**config.mk**
```make
export PLATFORM = sky130hd
export DESIGN_NAME = sram_arbiter
export DESIGN_NICKNAME = d
export VERILOG_FILES = /design/src/rtl/sram_arbiter.sv
export SDC_FILE = /design/constraint.sdc
export NUM_CORES = 1
export LEC_CHECK = 0
export ABC_AREA = 1
export BUFFER_PORTS_ARGS = -buffer_cell sky130_fd_sc_hd__buf_2
export CORE_UTILIZATION = 42
export DETAILED_ROUTE_END_ITERATION = 10
export PLACE_DENSITY = 0.76
export SYNTH_ARGS = -nofsm -noshare
export SYNTH_HDL_FRONTEND = slang
export SYNTH_SLANG_ARGS = --single-unit
```
**constraint.sdc**
```tcl
create_clock -name clk -period 1.1 [get_ports clk]
set_input_delay 0.055 -clock clk [delete_from_list [all_inputs] [get_ports clk]]
set_output_delay 0.055 -clock clk [all_outputs]
set_load 0.005 [all_outputs]
```
**src/rtl/sram_arbiter.sv**
```systemverilog
// Shares one asynchronous 16-bit SRAM between the core's fetch port and its data port.
// Define UART_MMIO_EN to decode 0xBF00/0xBF01 as UART registers instead of SRAM.
module sram_arbiter #(
  parameter int WAIT_CYCLES = 1
) (
  input  logic        clk,
  input  logic        rst,
  input  logic [15:0] inst_addr_i,
  input  logic        inst_en_i,
  output logic [15:0] inst_data_o,
  input  logic [15:0] mem_addr_i,
  input  logic [15:0] mem_wdata_i,
  input  logic        mem_re_i,
  input  logic        mem_we_i,
  output logic [15:0] mem_rdata_o,
  output logic        stall_o,
  output logic [17:0] ram_addr_o,
  input  logic [15:0] ram_dq_i,
  output logic [15:0] ram_dq_o,
  output logic        ram_dq_oe_o,
  output logic        ram_ce_n_o,
  output logic        ram_oe_n_o,
  output logic        ram_we_n_o,
  output logic [7:0]  uart_tx_data_o,
  output logic        uart_tx_valid_o,
  input  logic        uart_tx_ready_i,
  input  logic [7:0]  uart_rx_data_i,
  input  logic        uart_rx_valid_i,
  output logic        uart_rx_ack_o
);

  localparam int CW = $clog2(WAIT_CYCLES + 2);
  localparam logic [2:0] S_IDLE = 3'd0;
  localparam logic [2:0] S_DRD  = 3'd1;
  localparam logic [2:0] S_DWR  = 3'd2;
  localparam logic [2:0] S_IRD  = 3'd3;
  localparam logic [2:0] S_DONE = 3'd4;
`ifdef UART_MMIO_EN
  localparam logic [2:0]  S_UART    = 3'd5;
  localparam logic [14:0] MMIO_PAGE = 15'h5F80;
`endif
  localparam logic [CW-1:0] RD_LAST = CW'(WAIT_CYCLES);
  localparam logic [CW-1:0] WR_LAST = CW'(WAIT_CYCLES + 1);

  logic [2:0]    state_q, state_d;
  logic [CW-1:0] cnt_q, cnt_d;
  logic [15:0]   iaddr_q, iaddr_d, maddr_q, maddr_d, wdata_q, wdata_d;
  logic [15:0]   inst_q, inst_d, rdata_q, rdata_d;
  logic          ireq_q, ireq_d, rreq_q, rreq_d, wreq_q, wreq_d;
  logic [7:0]    txd_q, txd_d;
  logic [15:0]   bus_addr;

  // Requests are only sampled in IDLE; later phases work from the latched copies.
  always_comb begin
    state_d = state_q;
    cnt_d   = cnt_q + 1'b1;
    iaddr_d = iaddr_q;
    maddr_d = maddr_q;
    wdata_d = wdata_q;
    ireq_d  = ireq_q;
    rreq_d  = rreq_q;
    wreq_d  = wreq_q;
    inst_d  = inst_q;
    rdata_d = rdata_q;
    txd_d   = txd_q;
    case (state_q)
      S_IDLE: begin
        cnt_d   = '0;
        iaddr_d = inst_addr_i;
        maddr_d = mem_addr_i;
        wdata_d = mem_wdata_i;
        ireq_d  = inst_en_i;
        rreq_d  = mem_re_i;
        wreq_d  = mem_we_i;
        if (mem_we_i)       state_d = S_DWR;
        else if (mem_re_i)  state_d = S_DRD;
        else if (inst_en_i) state_d = S_IRD;
`ifdef UART_MMIO_EN
        if ((mem_we_i || mem_re_i) && mem_addr_i[15:1] == MMIO_PAGE) state_d = S_UART;
        if (mem_we_i && mem_addr_i == 16'hBF00) txd_d = mem_wdata_i[7:0];
`endif
      end
      S_DRD: if (cnt_q == RD_LAST) begin
        rdata_d = ram_dq_i;
        cnt_d   = '0;
        state_d = ireq_q ? S_IRD : S_DONE;
      end
      S_DWR: if (cnt_q == WR_LAST) begin
        cnt_d   = '0;
        state_d = ireq_q ? S_IRD : S_DONE;
      end
      S_IRD: if (cnt_q == RD_LAST) begin
        inst_d  = ram_dq_i;
        cnt_d   = '0;
        state_d = S_DONE;
      end
`ifdef UART_MMIO_EN
      S_UART: begin
        cnt_d = '0;
        if (!wreq_q && rreq_q)
          rdata_d = maddr_q[0] ? {14'b0, uart_rx_valid_i, uart_tx_ready_i} : {8'h00, uart_rx_data_i};
        state_d = ireq_q ? S_IRD : S_DONE;
      end
`endif
      S_DONE: begin
        cnt_d   = '0;
        state_d = S_IDLE;
      end
      default: begin
        cnt_d   = '0;
        state_d = S_IDLE;
      end
    endcase
  end

  always_ff @(posedge clk) begin
    if (rst) begin
      state_q <= S_IDLE;
      cnt_q   <= '0;
      iaddr_q <= '0;
      maddr_q <= '0;
      wdata_q <= '0;
      ireq_q  <= 1'b0;
      rreq_q  <= 1'b0;
      wreq_q  <= 1'b0;
      inst_q  <= '0;
      rdata_q <= '0;
      txd_q   <= '0;
    end else begin
      state_q <= state_d;
      cnt_q   <= cnt_d;
      iaddr_q <= iaddr_d;
      maddr_q <= maddr_d;
      wdata_q <= wdata_d;
      ireq_q  <= ireq_d;
      rreq_q  <= rreq_d;
      wreq_q  <= wreq_d;
      inst_q  <= inst_d;
      rdata_q <= rdata_d;
      txd_q   <= txd_d;
    end
  end

  // Strobes decode straight from state so a reset edge releases them immediately.
  assign bus_addr    = (state_q == S_IRD) ? iaddr_q :
                       (state_q == S_DRD || state_q == S_DWR) ? maddr_q : 16'h0000;
  assign ram_addr_o  = {2'b00, bus_addr};
  assign ram_ce_n_o  = !(state_q == S_DRD || state_q == S_DWR || state_q == S_IRD);
  assign ram_oe_n_o  = !(state_q == S_DRD || state_q == S_IRD);
  assign ram_we_n_o  = !(state_q == S_DWR && cnt_q != '0 && cnt_q != WR_LAST);
  assign ram_dq_oe_o = (state_q == S_DWR);
  assign ram_dq_o    = (state_q == S_DWR) ? wdata_q : 16'h0000;
  assign inst_data_o = inst_q;
  assign mem_rdata_o = rdata_q;
  assign stall_o     = (state_q != S_DONE) &&
                       (state_q != S_IDLE || inst_en_i || mem_re_i || mem_we_i);

`ifdef UART_MMIO_EN
  assign uart_tx_data_o  = txd_q;
  assign uart_tx_valid_o = (state_q == S_UART) && wreq_q && !maddr_q[0];
  assign uart_rx_ack_o   = (state_q == S_UART) && !wreq_q && rreq_q && !maddr_q[0];
`else
  logic unused_uart;
  assign unused_uart     = ^{uart_tx_ready_i, uart_rx_data_i, uart_rx_valid_i, txd_q};
  assign uart_tx_data_o  = 8'h00;
  assign uart_tx_valid_o = 1'b0;
  assign uart_rx_ack_o   = 1'b0;
`endif

endmodule

```
Word level (Yosys, flattened, before mapping):

Cells that the tools add are included.

* reduce and logical (&&, ||, !) cells: 19
* equal/unequal tests: 11
* multiplexer cells: 14
* $add $sub $neg: 1

Operators with widths (count)
* two-way mux 16 bit: 3
* two-way mux 3 bit: 7
* one-hot mux 3 bit (4 select lines): 1
* == test 3 x 2 -> 1 bit, second input constant: 2
* logical OR 1 bit: 6
* != test 2 bit, second input constant: 3
* two-way mux 2 bit: 2
* != test 4 bit, second input constant: 1
* one-hot mux 2 bit (2 select lines): 1
* AND reduction 2 bit: 2
* AND reduction 4 bit: 1
* == test 3 x 1 -> 1 bit, second input constant: 1
* logical AND 1 bit: 3
* logical NOT 1 bit: 3
* logical NOT 3 bit: 1
* != test 3 bit, second input constant: 1
* nonzero test 3 bit: 1
* adder 2 x 1 -> 2 bit, second input constant: 1
* == test 2 x 1 -> 1 bit, second input constant: 1
* == test 2 bit, second input constant: 1
* != test 2 x 1 -> 1 bit, second input constant: 1
* nonzero test 2 bit: 1
* OR reduction 2 bit: 1

* output and inout bits: 81
* bits in registers: 86
* input port bits: 79
* logic and storage cells: 53

Logic depth before layout (Yosys ltp):

Gate-level depths: netlist (run 1).

* depth in word-level cells: 5
* mapped depth: 9

Least setup slack after synthesis (run 1):

OpenSTA, ideal clock, no wires.

* path type: reg2reg
* start point: register state_q[0]
* end point: register rdata_q[10] (netlist: mem_rdata_o[10])
* slack: -129 ps
* arrival time: 1113 ps
* cell stages (with the launch flop): 9
* path through: dfxtp_1 > inv_2 > nor2_4 > nand2_2 > nor2_4 > inv_1 > buf_6 > nor2_1 > nor2_1

* longest elaborated chain between the ends: 2

RTL lines
* start: declaration: line 45 `logic [2:0] state_q, state_d;`
* start signal: assignment: line 130 `state_q <= state_d;`
* == test 3 x 1 -> 1 bit: line 66 `case (state_q)`
* AND reduction 2 bit (no source line)
* end signal: assignment: line 139 `rdata_q <= rdata_d;`
* end: declaration: line 48 `logic [15:0] inst_q, inst_d, rdata_q, rdata_d;`

Every way passes these cells.
A chain may end at the register's enable or synchronous reset.

Worst setup path after layout (run 1):

* start point: register state_q[0]
* end point: output ram_addr_o[0]

* longest elaborated chain between the ends: 4
* elaborated cells on any way between the ends: 6

RTL lines
* == test 3 x 1 -> 1 bit or == test 3 x 2 -> 1 bit (tied branches): line 146 `(state_q == S_DRD || state_q == S_DWR) ? maddr_q : 16'h0000;`
* logical OR 1 bit: line 146
* two-way mux 16 bit: line 146
* two-way mux 16 bit (*): line 145 `assign bus_addr = (state_q == S_IRD) ? iaddr_q :`
* end: declaration: line 17 `output logic [17:0] ram_addr_o,`

Every way passes the cells marked *; elsewhere a longest branch is shown, timed or not.

==> metrics.txt, run 1 <==
Worst EP required=1.04 ns; depth of the CTS H-tree=3; DP HPWL=approximately 6000 µm; Synth Warn #=0; CP Capture Type=output pin; setup TNS=-20.67 ns; starting density of the core=between 40% and 50%; Placed Cells=between 600 and 700; I/O pin count=160; post-route ant nets=0; crit path max fanout=9; mux share of post-synthesis cell area=0%; initial antenna violation count=0; CP Data Arrival Time=~1.5 ns; port bufs=between 100 and 150; Seq/Total Area, Yosys=49.6%; total CTS buffers=9; Peak VDD IR=approximately 0.0011 V; clk_skew=roughly 0.011 ns; filler instances=610; Mapped Cells=455; CTS tree=yes; outcome=finished with violations; worst setup slack after layout=-0.456 ns; Residual DRC=0; gr usage total=a little under a quarter; type of the worst setup path=flop to output pin; P&R area growth vs syn=52.7%; Synth Area in XOR/XNOR=0%; Die Footprint=~8600 µm²; Clock transition at path regs=about 0.08 ns; Max-Cap Viols=0; core box area=just under 8000 µm²; failing checks=negative setup slack; worst hold path class=input port to flop; final wirelength=between 9000 and 10000 µm; worst skew pair latency=about 0.36 ns; final setup fails=about 120; first-pass GRT wire length=~16000 µm; Final Power=between 10 and 15 mW; die height=a little over 90 µm; CTS sink count=between 80 and 90; post-synthesis register bit count=86; Cell Pwr Density=between 2000 and 2500 nW/µm²; syn avg cell area=around 7.6 µm²; Root Buffer=clkbuf_8; Sw Ratio=between 30% and 40%; grt total ovfl=0; synthesized cell area=around 3500 µm²; hold path startpoint=mem_wdata_i[14]; most common cell after layout, fill and taps aside=nor2_1; Reg2Reg Setup Slack=-0.18 ns; worst setup path endpoint=ram_addr_o[0]; Initial DRC Count=~130; ANT cells=0; combinational share of power=about 43%; NetSw=around 4.5 mW; largest net degree at the start of global routing=between 40 and 50; Simple-Gate Fraction of Synth Area=20.7%; Clock Tree Buf Depth=2; share of layout cells above drive strength 1=29.8%; RR Startpoint=state_q[0]$_SDFFE_PP0P_; unrepaired setup endpoints after global routing=true; Worst Setup Start Kind=flop; Finished Layout Cells=770; cell-internal power=8.00 mW; top_reg_cell synth=dfxtp_1; FF-to-FF End=mem_rdata_o[5]$_SDFFE_PP0P_; final critical-path required period=between 1.5 and 2 ns; drt wl/cell=12.7 µm; Leak=2.61 nW; clock network fraction of total power=about 20%; post-synthesis adder-cell area fraction=0%; sequential power share=37.4%; # nets final=between 700 and 800; Fmax=~0.64 GHz; most frequent cells in the layout=nor2_1 (150), buf_2 (136), dfxtp_1 (83), o21ai_0 (65), dlygate4sd3_1 (63); via count of the routed design=about 3700; Rows=32; main combinational cell family by area after synthesis=simple AND/OR/NAND/NOR gates; Via density=between 4 and 5; Yosys cell types=26; Worst Setup SP=state_q[0]$_SDFFE_PP0P_; Max Slew Vio Count=0; vias in the first global route=3566; DRT Pass-1 Iters=4; setup bufs post-CTS=0; async set-or-reset flop fraction in the synthesized netlist=0%; GPL Wtd Cong=approximately 0.80; worst r2r path cells=7; die width=a little over 90 µm; Synth Area in Compound Gates=roughly a fifth; final hold violations=0; period utilization=141%; Post-synth EDFFs=0
==> power groups by stage <==
stage	clock (mW)	combinational [mW]	sequential [mW]
floorplan	0	2.97	4.62
global placement	0	4.64	4.66
detailed placement	0	4.75	4.72
CTS	2.55	5.28	4.66
global route	2.70	5.94	4.79
finish	2.49	5.31	4.67
==> synth_stat cells (2+ instances only) <==
library cell	n	area (µm²)
a21oi_1	19	95.1
a22o_1	16	140
buf_2	8	40.0
buf_4	15	113
buf_6	2	22.5
clkbuf_1	11	41.3
dfxtp_1	86	1720
inv_1	29	109
nand2_1	15	56.3
nand2_2	3	18.8
nand3_1	3	15.0
nor2_1	152	571
nor2_4	2	22.5
o21ai_0	72	360
o21ai_1	11	55.1
==> cells by family (layout without fill, tap and decap cells) <==
| group | count (synthesis) | in the layout |
|---|---|---|
| flip-flops | 86 | 86 |
| AND/OR/NAND/NOR | 178 | 178 |
| other | 1 | 12 |
| AO/OA/AOI/OAI | 120 | 120 |
| buffers and inverters | 70 | 272 |
==> layout make-up <==
type | count | area [µm²] | share of cell area (%)
Clock buffer | 10 | 138 | 2.59
Clock inverter | 6 | 93.8 | 1.77
Inverter | 32 | 135 | 2.55
Multi-Input combinational cell | 310 | 1450 | 27.4
Sequential cell | 86 | 1730 | 32.6
Tap cell | 102 | 128 | 2.41
Timing Repair Buffer | 224 | 1630 | 30.7
==> how the worst min path moves through the flow <==
| stage | to | slack [ns] | cells after the start |
|---|---|---|---|
| 2_1_floorplan | cnt_q[1]$_SDFF_PP0_ | 0.12 | 1 |
| 3_3_place_gp | mem_rdata_o[1]$_SDFFE_PP0P_ | 0.29 | 3 |
| 3_5_place_dp | mem_rdata_o[4]$_SDFFE_PP0P_ | 0.30 | 3 |
| 4_1_cts | wdata_q[14]$_SDFFE_PP0N_ | 0.002 | 3 |
| 5_1_grt | wdata_q[0]$_SDFFE_PP0N_ | 0.04 | 3 |
| 6_report | wdata_q[14]$_SDFFE_PP0N_ | 0.02 | 3 |
==> routing by layer <==
layer  track usage, %  wire [µm]
met5                0          0
met4             7.05        153
met3             7.96        795
met2             41.7       4770
met1             25.8       4090
==> critical path: stages, from the launching register on <==
cell     delay, ns
dfxtp_2       0.37
inv_2         0.05
nor2_4        0.14
nand2_2       0.12
nand2_4       0.11
buf_12        0.13
a22o_1        0.12
buf_2         0.12
==> metrics by stage <==
| stage | setup slack, ns | utilization (%) | cell area, µm² | hold slack, ns |
|---|---|---|---|---|
| global placement | -0.106 | 55.6 | 4370 | 0.294 |
| floorplan | -0.0932 | - | 3530 | 0.124 |
| CTS | -0.484 | 67.5 | 5300 | 0.00198 |
| detailed placement | -0.137 | 55.6 | 4370 | 0.303 |
| global route | -0.574 | 67.6 | 5310 | 0.0364 |
| finish | -0.456 | 67.6 | 5310 | 0.0167 |
==> state kept, by name, indices dropped and copies added (netlist names) <==
| register | count |
|---|---|
| inst_data_o | 16 |
| mem_rdata_o | 16 |
| cnt_q | 2 |
| ireq_q | 1 |
| maddr_q | 16 |
| iaddr_q | 16 |
| state_q | 3 |
| wdata_q | 16 |
==> repair_timing <==
action / CTS / global route
endpoints found under the setup margin: 122 / 122
cloned: 1 / 0
resized for setup: 14 / 7
pin swaps: 2 / 0
hold buffers: 63 / 0
endpoints found under the hold margin: 81 / 0
(Power assumes the default switching activity.)
==> run 2, diff against run 1 <==
--- a/config.mk
+++ b/config.mk
@@ -10,6 +10,8 @@
 export CORE_UTILIZATION = 42
 export DETAILED_ROUTE_END_ITERATION = 10
 export PLACE_DENSITY = 0.76
+export REMOVE_ABC_BUFFERS = 1
+export SKIP_CTS_REPAIR_TIMING = 1
 export SYNTH_ARGS = -nofsm -noshare
 export SYNTH_HDL_FRONTEND = slang
 export SYNTH_SLANG_ARGS = --single-unit
==> run 2 against run 1 <==
- the run ends with negative hold slack, negative setup slack left
- non-clock buffer count fell by 22
- maximum frequency down 2.6%
- highest routed layer unchanged
- flip-flop and latch count unchanged
- critical path type unchanged
- critical endpoint is now ram_addr_o[9]
- hold slack worse by 0.033 ns
- clock skew shrank 0.0041 ns
- combinational power is 9.0% lower
==> metrics.txt, run 2 (same netlist as run 1, synthesis figures left out) <==
worst setup slack after layout=-0.497 ns (-0.0417 ns); starting density of the core=44.3% (unchanged); most common cell after layout, fill and taps aside=nor2_1; Via density=4.83 (+1.4%); final wirelength=9260 µm (-5.6%); CTS tree=yes; Peak VDD IR=0.00111 V (+0.51%); grt total ovfl=0 (unchanged); total CTS buffers=9 (unchanged); Worst EP required=1.04 ns (about the same); worst hold path class=input port to flop; via count of the routed design=3607 (-1.6%); DRT Pass-1 Iters=4 (unchanged); drt wl/cell=12.4 µm (-2.7%); share of layout cells above drive strength 1=29.9% (+0.13 points); Max Slew Vio Count=0 (unchanged); die width=92.9 µm (unchanged); worst skew pair latency=0.34 ns (-0.02 ns); sequential standard cell area=1730 µm² (-0.15%); Initial DRC Count=167 (+31%); unrepaired setup endpoints after global routing=true; core box area=7850 µm² (unchanged); period utilization=145% (+3.8 points); CTS sink count=86 (unchanged); worst path cell trace=inv_2, nor2_4, inv_4, nor2_8, buf_12, a22o_1, buf_2; gr usage total=19.8% (-3.5 points); hold depth=3 (unchanged); clk_skew=0.00661 ns (-0.00407 ns); type of the worst setup path=flop to output pin; vias in the first global route=2995 (-16%); Die Footprint=8640 µm² (unchanged); ANT cells=0 (unchanged); WHS Endpoint=iaddr_q[10]$_SDFFE_PP0N_; worst r2r path cells=5 (-2); CP Capture Type=output pin; most frequent cells in the layout=nor2_1 (151), buf_2 (136), dfxtp_1 (83), o21ai_0 (70), dlygate4sd3_1 (42); failing checks=negative hold slack, negative setup slack; Final Power=11.8 mW (-5.8%); final setup fails=122 (+0.83%); port bufs=137 (unchanged); GPL Wtd Cong=0.811 (+1.8%); Clock transition at path regs=0.08 ns (about the same); Clock Tree Buf Depth=2 (unchanged); Rows=32 (unchanged); final hold violations=13 (+13); final critical-path required period=1.60 ns (+0.0417 ns); depth of the CTS H-tree=3 (unchanged); RR Startpoint=state_q[0]$_SDFFE_PP0P_; Reg2Reg Setup Slack=-0.26 ns (-0.08 ns); Multi-input gate area=1450 µm² (-0.52%); Max-Cap Viols=0 (unchanged); filler instances=671 (+10%); Worst Setup Start Kind=flop; outcome=finished with violations; critical path's slowest cell=dfxtp_2; FF-to-FF End=wdata_q[0]$_SDFFE_PP0N_; DP HPWL=5870 µm (-2.7%); Leak=2.49 nW (-4.6%); largest net degree at the start of global routing=61 (+24%); Root Buffer=clkbuf_8; Residual DRC=0 (unchanged); Cell Pwr Density=2340 nW/µm² (-0.32%); I/O pin count=160 (unchanged); hold_ws=-0.0165 ns (-0.0332 ns); P&R area growth vs syn=44.3%; crit path max fanout=17 (+8); max incr delay on CP=0.36 ns (about the same); hold path startpoint=inst_addr_i[10]; CP Data Arrival Time=1.54 ns (+0.04 ns); # nets final=720 (-3.0%); first-pass GRT wire length=13500 µm (-16%); die height=92.9 µm (unchanged); Fmax=0.626 GHz (-2.6%); post-route ant nets=0 (unchanged); initial antenna violation count=0 (unchanged)
-- run 2: worst max-delay path, delay by kind of cell, from the launching register on --
family                 cells  cell delay, ns
DFF                        1            0.36
buffers and inverters      4            0.40
and+or+nand+nor            2            0.27
AOI/OAI and AO/OA          1            0.17
-- run 2: where the power goes --
part | internal, mW | leakage [nW] | total, mW | switching [mW]
Clock | 1.22 | 0.104 | 2.28 | 1.06
Sequential | 4.17 | 0.708 | 4.64 | 0.478
Combinational | 2.08 | 1.68 | 4.83 | 2.75
-- run 2: cell type report --
class / instances / area share [%]
Sequential cell: 86 / 34.4
Timing Repair Buffer: 202 / 27.3
Inverter: 32 / 2.77
Clock buffer: 12 / 3.30
Clock inverter: 3 / 0.849
Multi-Input combinational cell: 310 / 28.8
Tap cell: 102 / 2.55
-- run 2: through the flow --
stage                     utilization (%)  setup TNS (ns)  instances  area [µm²]  worst slack, ns
after floorplan                         -          -62.38        428        3280            -1.40
after global placement               54.9          -11.57        687        4310           -0.170
after detailed placement             54.9          -14.87        687        4310           -0.227
after CTS                            57.5          -30.71        702        4520           -0.539
after global routing                 63.9          -42.58        747        5010           -0.584
final                                63.9          -28.38        747        5010           -0.497
-- run 2: routing by layer --
| layer | vias up | GRT usage [%] | wire length (µm) |
|---|---|---|---|
| met4 | 0 | 7.18 | 117 |
| met3 | 13 | 4.60 | 556 |
| li1 | 1802 | - | - |
| met5 | - | 0 | 0 |
| met2 | 146 | 34.0 | 4590 |
| met1 | 1646 | 24.0 | 4000 |
-- run 2: worst max path at each step --
| stage | start | endpoint | slack (ns) | cells after the start |
|---|---|---|---|---|
| global route | state_q[0]$_SDFFE_PP0P_ | ram_addr_o[9] | -0.58 | 7 |
| CTS | state_q[1]$_SDFFE_PP0P_ | ram_addr_o[9] | -0.54 | 6 |
| finish | state_q[0]$_SDFFE_PP0P_ | ram_addr_o[9] | -0.50 | 7 |
| detailed placement | state_q[0]$_SDFFE_PP0P_ | mem_rdata_o[5]$_SDFFE_PP0P_ | -0.23 | 7 |
| global placement | state_q[0]$_SDFFE_PP0P_ | mem_rdata_o[11]$_SDFFE_PP0P_ | -0.17 | 7 |
| floorplan | state_q[2]$_SDFFE_PP0P_ | state_q[1]$_SDFFE_PP0P_ | -1.40 | 7 |
==> run 3, diff against run 2 <==
--- a/config.mk
+++ b/config.mk
@@ -7,11 +7,10 @@
 export LEC_CHECK = 0
 export ABC_AREA = 1
 export BUFFER_PORTS_ARGS = -buffer_cell sky130_fd_sc_hd__buf_2
-export CORE_UTILIZATION = 42
+export CORE_UTILIZATION = 46
 export DETAILED_ROUTE_END_ITERATION = 10
-export PLACE_DENSITY = 0.76
+export PLACE_DENSITY = 0.79
 export REMOVE_ABC_BUFFERS = 1
-export SKIP_CTS_REPAIR_TIMING = 1
 export SYNTH_ARGS = -nofsm -noshare
 export SYNTH_HDL_FRONTEND = slang
 export SYNTH_SLANG_ARGS = --single-unit
==> constraint.sdc (replaced) <==
create_clock -name clk -period 1.6 [get_ports clk]
set_input_delay 0.08 -clock clk [delete_from_list [all_inputs] [get_ports clk]]
set_output_delay 0.08 -clock clk [all_outputs]
set_load 0.005 [all_outputs]
==> run 3 against run 2 <==
- highest routed layer unchanged
- cell area shrank 4.8%
- count of clock-buffer cells in the layout shrank 3
- sequential share of layout area grew 1.7 points
- non-clock buffer count shrank 18
- the flow finishes with violations (negative setup slack)
- register-to-register slack gained 0.37 ns
- clock power shrank 35%
- flip-flop and latch count is the same
- combinational power shrank 38%
- critical path depth is the same
- global-route usage grew 1.9 points
- via count shrank 3.6%
- largest power group is now sequential cells
- critical endpoint is now ram_addr_o[4]
==> metrics.txt, run 3 (same netlist as run 1, synthesis figures left out) <==
grt total ovfl=0 (unchanged); Peak VDD IR=0.000768 V (-31%); Max-Cap Viols=0 (unchanged); Via density=4.78 (-0.92%); unrepaired setup endpoints after global routing=true; I/O pin count=160 (unchanged); CP Data Arrival Time=1.54 ns (about the same); Worst Setup Start Kind=flop; starting density of the core=47.6% (+3.4 points); depth of the CTS H-tree=3 (unchanged); type of the worst setup path=flop to output pin; ANT cells=0 (unchanged); post-layout util=65.4% (+1.6 points); Residual DRC=0 (unchanged); Place WS=0.225 ns (+0.452 ns); Clock transition at path regs=0.09 ns (about the same); Max-slew headroom=between 60% and 70%; via count of the routed design=3478 (-3.6%); Root Buffer=clkbuf_8; DP HPWL=5540 µm (-5.7%); final critical-path required period=1.62 ns; filler instances=644 (-4.0%); Cell Pwr Density=1610 nW/µm² (-31%); hold_ws=0.0123 ns (+0.0288 ns); drt wl/cell=11.9 µm (-3.6%); P&R area growth vs syn=37.4%; # nets final=702 (-2.5%); CP Capture Type=output pin; post-route ant nets=0 (unchanged); vias in the first global route=3028 (+1.1%); core box area=7290 µm² (-7.1%); die height=88.9 µm (-4.4%); Fmax=just over 0.6 GHz; most frequent cells in the layout=nor2_1 (151), buf_2 (137), dfxtp_1 (83), o21ai_0 (72), dlygate4sd3_1 (33); Worst EP required=1.52 ns (+0.48 ns); Rows=31 (-3.1%); clk_skew=0.00842 ns (+0.00180 ns); DRT Pass-1 Iters=4 (unchanged); Leak=2.38 nW (-4.7%); port bufs=137 (unchanged); share of layout cells above drive strength 1=29.5% (-0.46 points); final setup fails=6 (-95%); CTS tree=yes; failing checks=negative setup slack; initial antenna violation count=0 (unchanged); Clock Tree Buf Depth=2 (unchanged); crit path max fanout=8 (-9); first-pass GRT wire length=13400 µm (-0.92%); GPL Wtd Cong=0.747 (-7.9%); final wirelength=8690 µm (-6.2%); CTS sink count=86 (unchanged); most common cell after layout, fill and taps aside=nor2_1; Die Footprint=7900 µm² (-8.5%); gr usage total=21.7% (+1.9 points); period utilization=101%; worst skew pair latency=0.34 ns (about the same); final hold violations=0 (-13); Max Slew Vio Count=0 (unchanged); largest net degree at the start of global routing=50 (-18%); total CTS buffers=9 (unchanged); die width=88.9 µm (-4.4%); Initial DRC Count=129 (-23%); worst setup slack after layout=-0.0174 ns (+0.480 ns); outcome=finished with violations; worst hold path class=input port to flop; Worst Max-Slew Pin Slew=roughly 0.54 ns
-- run 3: cell count changes in the layout (fill, tap and decap cells not counted), sizes merged --
cell         before  now
buf             160  150
inv              30   34
dlygate4sd3      42   33
clkbuf           12   10
-- run 3: layout make-up --
type | instances | area, µm² | share of cell area (%)
tap | 99 | 124 | 2.60
timing repair buffer | 184 | 1160 | 24.4
multi-input combinational | 310 | 1440 | 30.1
clock inverter | 7 | 72.6 | 1.52
clock buffer | 9 | 124 | 2.60
inverter | 32 | 128 | 2.67
sequential | 86 | 1730 | 36.2
-- run 3: path summary, 6_finish.rpt --
path                                 from                           to  cells after the start  slack (ns)
setup / recovery  state_q[0]$_SDFFE_PP0P_                ram_addr_o[4]                      7       -0.02
hold / removal             mem_addr_i[12]     maddr_q[12]$_SDFFE_PP0N_                      3        0.01
setup reg to reg  state_q[0]$_SDFFE_PP0P_  inst_data_o[5]$_SDFFE_PP0P_                      9        0.11
hold reg to reg   wdata_q[8]$_SDFFE_PP0N_      wdata_q[8]$_SDFFE_PP0N_                      2        0.46
-- run 3: worst max-delay path, stage by stage, from the launching register on --
cell and delay [ns]:
dfxtp_2 0.36, inv_2 0.05, nor2_4 0.15, inv_4 0.07
nor2_8 0.16, clkbuf_16 0.17, a22o_1 0.14, buf_2 0.11
-- run 3: what timing repair did --
action | in CTS | in global routing
gates cloned | 0 | 1
resized for setup | 7 | 2
pin swaps | 1 | 3
buffers inserted | 1 | 3
setup endpoints to repair | 17 | 17
hold buffers | 33 | 0
endpoints found under the hold margin | 49 | 0
-- run 3: through the flow --
stage | std cells | power, mW | TNS [ns] | cell area (µm²)
floorplan | 428 | 4.94 | -28.83 | 3280
global placement | 673 | 5.93 | 0 | 4170
detailed placement | 673 | 6.07 | 0 | 4170
CTS | 723 | 7.69 | -0.184 | 4720
global route | 727 | 8.32 | -1.44 | 4770
finish | 727 | 7.69 | -0.0377 | 4770
-- run 3: where the power goes --
part	internal, mW	total (mW)	switching (mW)	leakage [nW]
logic	1.20	3.00	1.80	1.57
registers	2.86	3.20	0.336	0.708
clock network	0.727	1.49	0.764	0.0960
total	4.79	7.69	2.90	2.38
-- run 3: metal layers --
layer / vias up / global-route usage (%) / share of wire, % / wire length [µm]
met5: - / 0 / 0 / 0
met3: 6 / 3.97 / 5.8 / 508
met1: 1570 / 26.0 / 44 / 3820
li1: 1775 / - / - / -
met4: 0 / 8.50 / 0.81 / 70
met2: 127 / 38.5 / 49 / 4290
